<file path="src/rtl/msg_bit_feeder_pkg.sv">
// Shared definitions for the message bit feeder: FSM encoding and widths.
package msg_bit_feeder_pkg;

    localparam int BYTE_W      = 8;
    localparam int DEFAULT_BPS = 24;

    typedef enum logic [1:0] {
        ST_IDLE  = 2'd0,
        ST_ISSUE = 2'd1,
        ST_WAIT  = 2'd2
    } fsm_state_e;

endpackage

</file>
<file path="src/rtl/msg_bit_feeder_byte_buffer.sv">
// Two-entry message byte store: an MSB-first shift register plus one pending byte.
module msg_byte_buffer
    import msg_bit_feeder_pkg::*;
(
    input  logic              clk_i,
    input  logic              rst_i,
    input  logic              clear_i,
    input  logic              push_i,
    input  logic [BYTE_W-1:0] byte_i,
    output logic              ready_o,
    input  logic              pop_i,
    output logic              bit_o,
    output logic              avail_o
);

    localparam logic [3:0] CNT_FULL = 4'd8;
    localparam logic [3:0] CNT_ZERO = 4'd0;
    localparam logic [3:0] CNT_ONE  = 4'd1;

    logic [BYTE_W-1:0] shreg_q, shreg_d;
    logic [3:0]        cnt_q, cnt_d;
    logic [BYTE_W-1:0] pend_q, pend_d;
    logic              pend_valid_q, pend_valid_d;

    assign ready_o = !pend_valid_q;
    assign bit_o   = shreg_q[BYTE_W-1];
    assign avail_o = (cnt_q != CNT_ZERO);

    // Pop first, then refill from the pending slot, then place a pushed byte
    // wherever the post-refill state leaves room.
    always_comb begin
        shreg_d      = shreg_q;
        cnt_d        = cnt_q;
        pend_d       = pend_q;
        pend_valid_d = pend_valid_q;
        if (pop_i && (cnt_q != CNT_ZERO)) begin
            shreg_d = {shreg_q[BYTE_W-2:0], 1'b0};
            cnt_d   = cnt_q - CNT_ONE;
        end else begin
            shreg_d = shreg_q;
        end
        if ((cnt_d == CNT_ZERO) && pend_valid_q) begin
            shreg_d      = pend_q;
            cnt_d        = CNT_FULL;
            pend_valid_d = 1'b0;
        end else begin
            pend_valid_d = pend_valid_q;
        end
        if (push_i && !pend_valid_q) begin
            if (cnt_d == CNT_ZERO) begin
                shreg_d = byte_i;
                cnt_d   = CNT_FULL;
            end else begin
                pend_d       = byte_i;
                pend_valid_d = 1'b1;
            end
        end else begin
            pend_d = pend_q;
        end
    end

    always_ff @(posedge clk_i) begin
        if (rst_i || clear_i) begin
            shreg_q      <= {BYTE_W{1'b0}};
            cnt_q        <= CNT_ZERO;
            pend_q       <= {BYTE_W{1'b0}};
            pend_valid_q <= 1'b0;
        end else begin
            shreg_q      <= shreg_d;
            cnt_q        <= cnt_d;
            pend_q       <= pend_d;
            pend_valid_q <= pend_valid_d;
        end
    end

endmodule

</file>
<file path="src/rtl/msg_bit_feeder.sv">
// Serializes message bytes MSB-first onto audio samples and hands each
// sample/bit pair to the LSB embedder with an enable/done handshake.
module msg_bit_feeder
    import msg_bit_feeder_pkg::*;
#(
    parameter int BPS   = DEFAULT_BPS,
    parameter int LEN_W = 16
) (
    input  logic              in_clk,
    input  logic              in_rst,
    input  logic              in_msg_start,
    input  logic [LEN_W-1:0]  in_msg_len,
    input  logic [BYTE_W-1:0] in_byte,
    input  logic              in_byte_valid,
    output logic              out_byte_ready,
    input  logic [BPS-1:0]    in_sample,
    input  logic              in_sample_valid,
    output logic              out_sample_ready,
    output logic [BPS-1:0]    out_frame,
    output logic              out_message,
    output logic              out_enable,
    input  logic              in_done,
    output logic              out_busy,
    output logic              out_msg_done,
    output logic              out_underrun
);

    localparam logic [LEN_W+2:0] BITS_ONE = {{(LEN_W+2){1'b0}}, 1'b1};
    localparam logic [LEN_W-1:0] LEN_ONE  = {{(LEN_W-1){1'b0}}, 1'b1};
    localparam logic [LEN_W-1:0] LEN_ZERO = {LEN_W{1'b0}};

    fsm_state_e       state_q, state_d;
    logic [BPS-1:0]   frame_q, frame_d;
    logic             message_q, message_d;
    logic             busy_q, busy_d;
    logic [LEN_W-1:0] len_q, len_d;
    logic [LEN_W-1:0] acc_q, acc_d;
    logic [LEN_W+2:0] bits_left_q, bits_left_d;
    logic             msg_done_q, msg_done_d;
    logic             underrun_q, underrun_d;

    logic sample_accept_s;
    logic byte_accept_s;
    logic buf_ready_s;
    logic buf_bit_s;
    logic buf_avail_s;
    logic pop_s;

    msg_byte_buffer u_buf (
        .clk_i   (in_clk),
        .rst_i   (in_rst),
        .clear_i (in_msg_start),
        .push_i  (byte_accept_s),
        .byte_i  (in_byte),
        .ready_o (buf_ready_s),
        .pop_i   (pop_s),
        .bit_o   (buf_bit_s),
        .avail_o (buf_avail_s)
    );

    // A start in the same cycle would clear the buffer, so no byte is taken then.
    assign out_byte_ready  = busy_q && buf_ready_s && (acc_q < len_q) && !in_msg_start;
    assign byte_accept_s   = in_byte_valid && out_byte_ready;
    assign sample_accept_s = in_sample_valid && out_sample_ready;

    assign out_frame    = frame_q;
    assign out_message  = message_q;
    assign out_busy     = busy_q;
    assign out_msg_done = msg_done_q;
    assign out_underrun = underrun_q;

    always_ff @(posedge in_clk) begin
        if (in_rst) begin
            state_q <= ST_IDLE;
        end else begin
            state_q <= state_d;
        end
    end

    always_comb begin
        state_d = state_q;
        case (state_q)
            ST_IDLE:  state_d = sample_accept_s ? ST_ISSUE : ST_IDLE;
            ST_ISSUE: state_d = ST_WAIT;
            ST_WAIT:  state_d = in_done ? ST_IDLE : ST_WAIT;
            default:  state_d = ST_IDLE;
        endcase
    end

    // Holding ready low while done is high keeps enables away from a busy embedder.
    always_comb begin
        out_sample_ready = 1'b0;
        out_enable       = 1'b0;
        case (state_q)
            ST_IDLE:  out_sample_ready = !in_done;
            ST_ISSUE: out_enable       = 1'b1;
            ST_WAIT:  out_enable       = 1'b0;
            default:  out_sample_ready = 1'b0;
        endcase
    end

    // Bit selection, message counters and the start override.
    always_comb begin
        frame_d     = frame_q;
        message_d   = message_q;
        busy_d      = busy_q;
        len_d       = len_q;
        acc_d       = acc_q;
        bits_left_d = bits_left_q;
        msg_done_d  = 1'b0;
        underrun_d  = 1'b0;
        pop_s       = 1'b0;
        if (sample_accept_s) begin
            frame_d = in_sample;
            if (busy_q && buf_avail_s) begin
                message_d   = buf_bit_s;
                pop_s       = 1'b1;
                bits_left_d = bits_left_q - BITS_ONE;
                if (bits_left_q == BITS_ONE) begin
                    msg_done_d = 1'b1;
                    busy_d     = 1'b0;
                end else begin
                    busy_d = busy_q;
                end
            end else begin
                message_d  = in_sample[0];
                underrun_d = busy_q;
            end
        end else begin
            frame_d = frame_q;
        end
        if (byte_accept_s) begin
            acc_d = acc_q + LEN_ONE;
        end else begin
            acc_d = acc_q;
        end
        if (in_msg_start) begin
            len_d       = in_msg_len;
            acc_d       = LEN_ZERO;
            bits_left_d = {in_msg_len, 3'b000};
            busy_d      = (in_msg_len != LEN_ZERO);
            msg_done_d  = msg_done_d | (in_msg_len == LEN_ZERO);
        end else begin
            len_d = len_q;
        end
    end

    always_ff @(posedge in_clk) begin
        if (in_rst) begin
            frame_q     <= {BPS{1'b0}};
            message_q   <= 1'b0;
            busy_q      <= 1'b0;
            len_q       <= LEN_ZERO;
            acc_q       <= LEN_ZERO;
            bits_left_q <= {(LEN_W+3){1'b0}};
            msg_done_q  <= 1'b0;
            underrun_q  <= 1'b0;
        end else begin
            frame_q     <= frame_d;
            message_q   <= message_d;
            busy_q      <= busy_d;
            len_q       <= len_d;
            acc_q       <= acc_d;
            bits_left_q <= bits_left_d;
            msg_done_q  <= msg_done_d;
            underrun_q  <= underrun_d;
        end
    end

endmodule

</file>
<file path="config.mk">
export PLATFORM = sky130hd
export DESIGN_NAME = msg_bit_feeder
export DESIGN_NICKNAME = d
export VERILOG_FILES = /design/src/rtl/msg_bit_feeder_pkg.sv /design/src/rtl/msg_bit_feeder_byte_buffer.sv /design/src/rtl/msg_bit_feeder.sv
export SDC_FILE = /design/constraint.sdc
export NUM_CORES = 1
export LEC_CHECK = 0
export ABC_CLOCK_PERIOD_IN_PS = 3000
export BUFFER_PORTS_ARGS = -buffer_cell sky130_fd_sc_hd__buf_2
export CAP_MARGIN = 20
export CORE_MARGIN = 10
export CORE_UTILIZATION = 45
export CTS_CLUSTER_DIAMETER = 80
export DETAILED_ROUTE_END_ITERATION = 10
export GPL_TIMING_DRIVEN = 1
export PLACE_DENSITY = 0.66
export SYNTH_ARGS = -nofsm -noshare
export SYNTH_HDL_FRONTEND = slang
export SYNTH_SLANG_ARGS = --single-unit
</file>
<file path="constraint.sdc">
create_clock -name in_clk -period 3 [get_ports in_clk]
set_input_delay 0.6 -clock in_clk [delete_from_list [all_inputs] [get_ports in_clk]]
set_output_delay 0.6 -clock in_clk [all_outputs]
set_load 0.05 [all_outputs]
</file>
* Word level (Yosys, flattened, before mapping)
Cells that the tools add are included.
Storage, ports and cells: register bits after elaboration 102, output and inout bits 31
Operators by class: reductions and logical operators 28, add/subtract/negate cells 3, bitwise gates (word level) 3, $lt $le $gt $ge 1, multiplexer cells 30, eq/ne operators 3
Operators by type and width (number):
- 19-bit two-way mux | 3
- 8-bit two-way mux | 4
- 19-bit by 1-bit equality test with 1-bit output, second input constant | 1
- 19-bit by 1-bit subtractor with 19-bit output, second input constant | 1
- 1-bit two-way mux | 17
- 16-bit by 1-bit adder with 16-bit output, second input constant | 1
- 16-bit zero test | 1
- 16-bit < comparator | 1
- 4-bit two-way mux | 4
- 16-bit nonzero test | 1
- 1-bit logical AND | 9
- 4-bit zero test | 2
- 2-bit case mux with 3 select lines | 1
- 2-bit AND reduction | 3
- 2-bit nonzero test | 3
- 4-bit nonzero test | 1
- 4-bit by 1-bit subtractor with 4-bit output, second input constant | 1
- 1-bit zero test | 3
- 3-bit AND reduction | 1
- 3-bit OR reduction | 1
- 2-bit by 1-bit equality test with 1-bit output, second input constant | 1
- 2-bit equality test, second input constant | 1
- 2-bit zero test | 1
- 2-bit two-way mux | 1
- 4 further kinds | 5

* Depth between registers and ports, before layout
depth in word-level cells 12, mapped depth 11, mapped depth without buffers 8

* By module
Synthesis repeated with hierarchy kept, for this count alone.
Second synthesis, totals: cell total of the unflattened synthesis 590, area total of the unflattened synthesis 5056.1 sq um
By module, submodules not included:
- msg_bit_feeder | times used 1, area each 3911.3 sq um, cells each 470, sequential area each 1621.6 sq um
- msg_byte_buffer | times used 1, area each 1144.8 sq um, cells each 120, sequential area each 420.4 sq um

* Worst setup path after synthesis
Ideal clock, no wire load.
path kind register -> output, start point register len_q[7], end point output out_byte_ready, cell stages (with the launch flop) 8, data arrival time 1.858 ns, data required time 2.400 ns, path slack 0.542 ns, path through dfxtp_1 > inv_1 > ha_1 > a21oi_1 > a31oi_1 > o21bai_1 > buf_2 > and2_1
Between the ends: cells in the longest elaborated chain, start to end 3
RTL lines:
- start: declaration | line msg_bit_feeder.sv:36 | logic [LEN_W-1:0] len_q, len_d;
- start signal: assignment | line msg_bit_feeder.sv:162 | len_q <= len_d;
- 16-bit < comparator | line msg_bit_feeder.sv:62 | assign out_byte_ready = busy_q && buf_ready_s && (acc_q < len_q) && !in_msg_start;
- 1-bit logical AND (2 in a row) | line msg_bit_feeder.sv:62
- end: declaration | line msg_bit_feeder.sv:15 | output logic out_byte_ready,
No other way between the ends.

* Worst setup path in the final report
start point register len_q[11], end point output out_byte_ready
Same word-level chain as after synthesis.

==> run metrics <==
status finished clean; slew of the pin with the lowest slew margin 0.602 ns; biggest area consumer among synthesized cells sky130_fd_sc_hd__dfxtp_1; vias per inst 5.30; kind of critical path reg -> out; clock tree sinks 102; Inserted Clock Buffers 9; I/O pins 85; largest stage delay on the critical path 0.35 ns; Post-route DRC 0; post-synthesis sequential element count 102; capture instance of the worst register-to-register path u_buf.pend_q[5]$_SDFFE_PP0P_; wire length of the first global-routing pass 19.5 mm; Root Buffer sky130_fd_sc_hd__clkbuf_8; Layout Utilization 53.6%; leakage power 2.41 nW; die area 0.0154 mm²; Port Buffers 84; yosys warns 0; Setup Slack @ Placement 0.458 ns; Wirelength per Cell 14.8 µm; final sum of negative setup slack 0 ns; depth of the worst register-to-register path 7; RePlAce Congestion 0.883; number of inserted filler cells in the final layout 991; worst vdd ir 0.000205 V; initial antenna violation count 0; number of global-route vias before repair 4062; Tightest Hold Check Type reg -> reg; fraction of final layout cells with drive strength greater than 1 19.6%; Detailed Route WL 11.7 mm; combined global-route utilization of all metal layers 15.5%; final number of setup-violating endpoints 0; Clock Latency Late Sink 0.37 ns; chip height 124 µm; number of max-slew violations in the final report 0; number of buffers inserted to repair setup after CTS 0; power per standard cell area 461 mW/mm²; power consumption 2.57 mW; maximum number of pins on one net before global-route repair 37; worst rel slew slack 59.8%; Hold Fails Final Rpt 0; number of inserted diodes 0; maximum operating frequency 367 MHz; CP max FO 4; net count reported at finish 727; final setup margin 0.272 ns; drt first-iter violations 224; core area 0.0104 mm²; Core Rows 37; minimum period implied by the final worst setup slack 2.73 ns; worst reg-to-reg setup slack 0.50 ns; Initial Util 46.7%; start of the worst register-to-register path u_buf.cnt_q[0]$_SDFF_PP0_; HPWL Detailed 8.81 mm; post-synthesis sequential area ratio 42.0%; CTS H-tree depth 3; leading cell types by total area after synthesis sky130_fd_sc_hd__dfxtp_1, sky130_fd_sc_hd__nand2_1, sky130_fd_sc_hd__mux2i_1; router iterations before antenna repair 5; RSZ-0062 raised after global routing false; Synth async-reset ratio 0%; Post-CTS Hold Buffers 0; crit path cell chain inv_1 -> ha_1 -> a21oi_1 -> o21ai_0 -> o21bai_1 -> and2_1 -> buf_2; HP Start out_frame[19]$_SDFFE_PP0P_; startpoint of the worst setup timing path len_q[11]$_SDFFE_PP0P_; count of vias placed by the detailed router 4211; TritonCTS clock tree yes; critical path data required time 2.40 ns; Max Cap Viol 0; Reg clk slew, reported paths 0.09 ns; top cell type's share of synthesized area 42.0%; total congestion overflow 0; leading register cell type out of synthesis sky130_fd_sc_hd__dfxtp_1; nature of the critical path startpoint flop; distinct cell type count after synthesis 59; crit path capture type primary output; Final period util 90.9%; Post-synth EDFFs 0; arrival time at the worst endpoint 2.13 ns; slowest cell on the critical path sky130_fd_sc_hd__dfxtp_1; post_cts resized 0; post-synthesis cell count 575; residual antenna-violating net count after detailed routing 0; final clock skew 0.0145 ns; total standard cell area after synthesis 0.00487 mm²; instance count along the most critical hold path 2; x dimension of the die 124 µm; hold worst-path end out_frame[19]$_SDFFE_PP0P_; syn avg cell area 8.46 µm²; Area Overhead vs Synth 14.7%; buffer levels on the longest clock path 2; total nets after synthesis 648
-- worst max path at each step --
stage	end	slack [ns]	cells past startpoint
6_report	out_byte_ready	0.27	7
5_1_grt	out_byte_ready	0.13	7
4_1_cts	out_byte_ready	0.27	7
3_5_place_dp	acc_q[15]$_SDFFE_PP0P_	0.46	7
3_3_place_gp	u_buf.shreg_q[6]$_SDFF_PP0_	0.53	7
2_1_floorplan	out_byte_ready	0.54	7
-- state kept, by name, indices dropped and copies added, names as in the netlist --
signal and count:
out_underrun 1, acc_q 16, u_buf.shreg_q 8, u_buf.cnt_q 4
out_msg_done 1, bits_left_q 19, state_q 2, len_q 16
out_frame 24, u_buf.pend_q 8, u_buf.pend_valid_q 1, out_busy 1
out_message 1
-- Yosys cell counts (2+ instances only) --
cell type	n
sky130_fd_sc_hd__dfxtp_1	102
sky130_fd_sc_hd__nand2_1	97
sky130_fd_sc_hd__nor2_1	54
sky130_fd_sc_hd__a21oi_1	45
sky130_fd_sc_hd__mux2i_1	32
sky130_fd_sc_hd__inv_1	24
sky130_fd_sc_hd__ha_1	19
sky130_fd_sc_hd__o21ai_0	19
sky130_fd_sc_hd__nand3_1	18
sky130_fd_sc_hd__clkbuf_1	17
sky130_fd_sc_hd__xor2_1	16
sky130_fd_sc_hd__nand4_1	14
sky130_fd_sc_hd__nor3_1	10
sky130_fd_sc_hd__nor4_1	10
sky130_fd_sc_hd__or3_1	10
sky130_fd_sc_hd__xnor2_1	9
sky130_fd_sc_hd__o22ai_1	7
sky130_fd_sc_hd__a211oi_1	4
sky130_fd_sc_hd__and3_1	4
sky130_fd_sc_hd__buf_2	4
sky130_fd_sc_hd__buf_6	4
sky130_fd_sc_hd__a311oi_1	3
sky130_fd_sc_hd__a31oi_1	3
sky130_fd_sc_hd__and2_1	3
sky130_fd_sc_hd__nand2b_1	3
sky130_fd_sc_hd__o21a_1	3
sky130_fd_sc_hd__buf_1	2
sky130_fd_sc_hd__buf_4	2
sky130_fd_sc_hd__nand3_4	2
sky130_fd_sc_hd__nor2b_1	2
sky130_fd_sc_hd__nor4b_1	2
sky130_fd_sc_hd__o211ai_1	2
sky130_fd_sc_hd__or4_1	2
sky130_fd_sc_hd__or4_4	2
-- stage by stage --
step | area (µm²) | hold WS, ns | cells
2_1_floorplan | 4870 | 0.441 | 575
3_3_place_gp | 5410 | 0.439 | 779
3_5_place_dp | 5410 | 0.446 | 779
4_1_cts | 5580 | 0.442 | 795
5_1_grt | 5580 | 0.447 | 795
6_report | 5580 | 0.456 | 795
-- cell type report --
cell class / instances / area (µm²) / area share [%]
Sequential cell: 102 / 2040 / 36.6
Multi-Input combinational cell: 417 / 2570 / 46.0
Timing Repair Buffer: 99 / 533 / 9.55
Tap cell: 136 / 170 / 3.05
Inverter: 25 / 93.8 / 1.68
Clock inverter: 6 / 45.0 / 0.807
Clock buffer: 10 / 128 / 2.29
-- metal layers --
layer / wire (µm) / part of all wire (%) / GRT usage, % / up-vias
li1: - / - / - / 2147
met1: 5350 / 46 / 19.6 / 1964
met2: 5440 / 46 / 25.2 / 82
met3: 734 / 6.3 / 3.57 / 18
met4: 203 / 1.7 / 5.83 / 0
met5: 0 / 0 / 0 / -
-- worst max-delay path, delay by kind of cell (launching register included) --
family | cells | cell delay (ns)
AND/OR/NAND/NOR | 1 | 0.21
adder cells (fa/ha/maj) | 1 | 0.32
AO/OA/AOI/OAI | 3 | 0.56
flip-flops | 1 | 0.35
buffers and inverters | 2 | 0.32
-- logic make-up (layout without fill, tap and decap cells) --
logic type | count (synthesis) | in the layout | share of synthesized area, %
buffers and inverters | 56 | 140 | 5.43
flip-flops | 102 | 102 | 42.0
AND/OR/NAND/NOR | 246 | 246 | 24.8
AO/OA/AOI/OAI | 95 | 95 | 11.8
adder cells (fa/ha/maj) | 19 | 19 | 4.89
XOR/XNOR | 25 | 25 | 4.50
multiplexers | 32 | 32 | 6.58
-- power by group --
part	switching, mW	total (mW)	internal (mW)
Sequential	0.0334	1.43	1.40
Combinational	0.223	0.347	0.125
Clock	0.480	0.790	0.310
Total	0.736	2.57	1.83
-- layout by cell type, fill, tap and decap left out, types with 4 or more instances in the layout --
cell                       Yosys  final
sky130_fd_sc_hd__nand2_1      97     97
sky130_fd_sc_hd__o21ai_0      19     19
sky130_fd_sc_hd__nor4_1       10     10
sky130_fd_sc_hd__ha_1         19     19
sky130_fd_sc_hd__nor2_1       54     54
sky130_fd_sc_hd__buf_4         2     15
sky130_fd_sc_hd__dfxtp_1     102    102
sky130_fd_sc_hd__nand3_1      18     18
sky130_fd_sc_hd__mux2i_1      32     32
sky130_fd_sc_hd__or3_1        10     10
sky130_fd_sc_hd__buf_2         4     84
sky130_fd_sc_hd__nand4_1      14     14
sky130_fd_sc_hd__a211oi_1      4      4
sky130_fd_sc_hd__and3_1        4      4
sky130_fd_sc_hd__xnor2_1       9      9
sky130_fd_sc_hd__o22ai_1       7      7
sky130_fd_sc_hd__xor2_1       16     16
sky130_fd_sc_hd__inv_1        24     24
sky130_fd_sc_hd__clkbuf_8      1      9
sky130_fd_sc_hd__a21oi_1      45     45
sky130_fd_sc_hd__nor3_1       10     10
No activity file was read; power rests on OpenSTA's default activity.
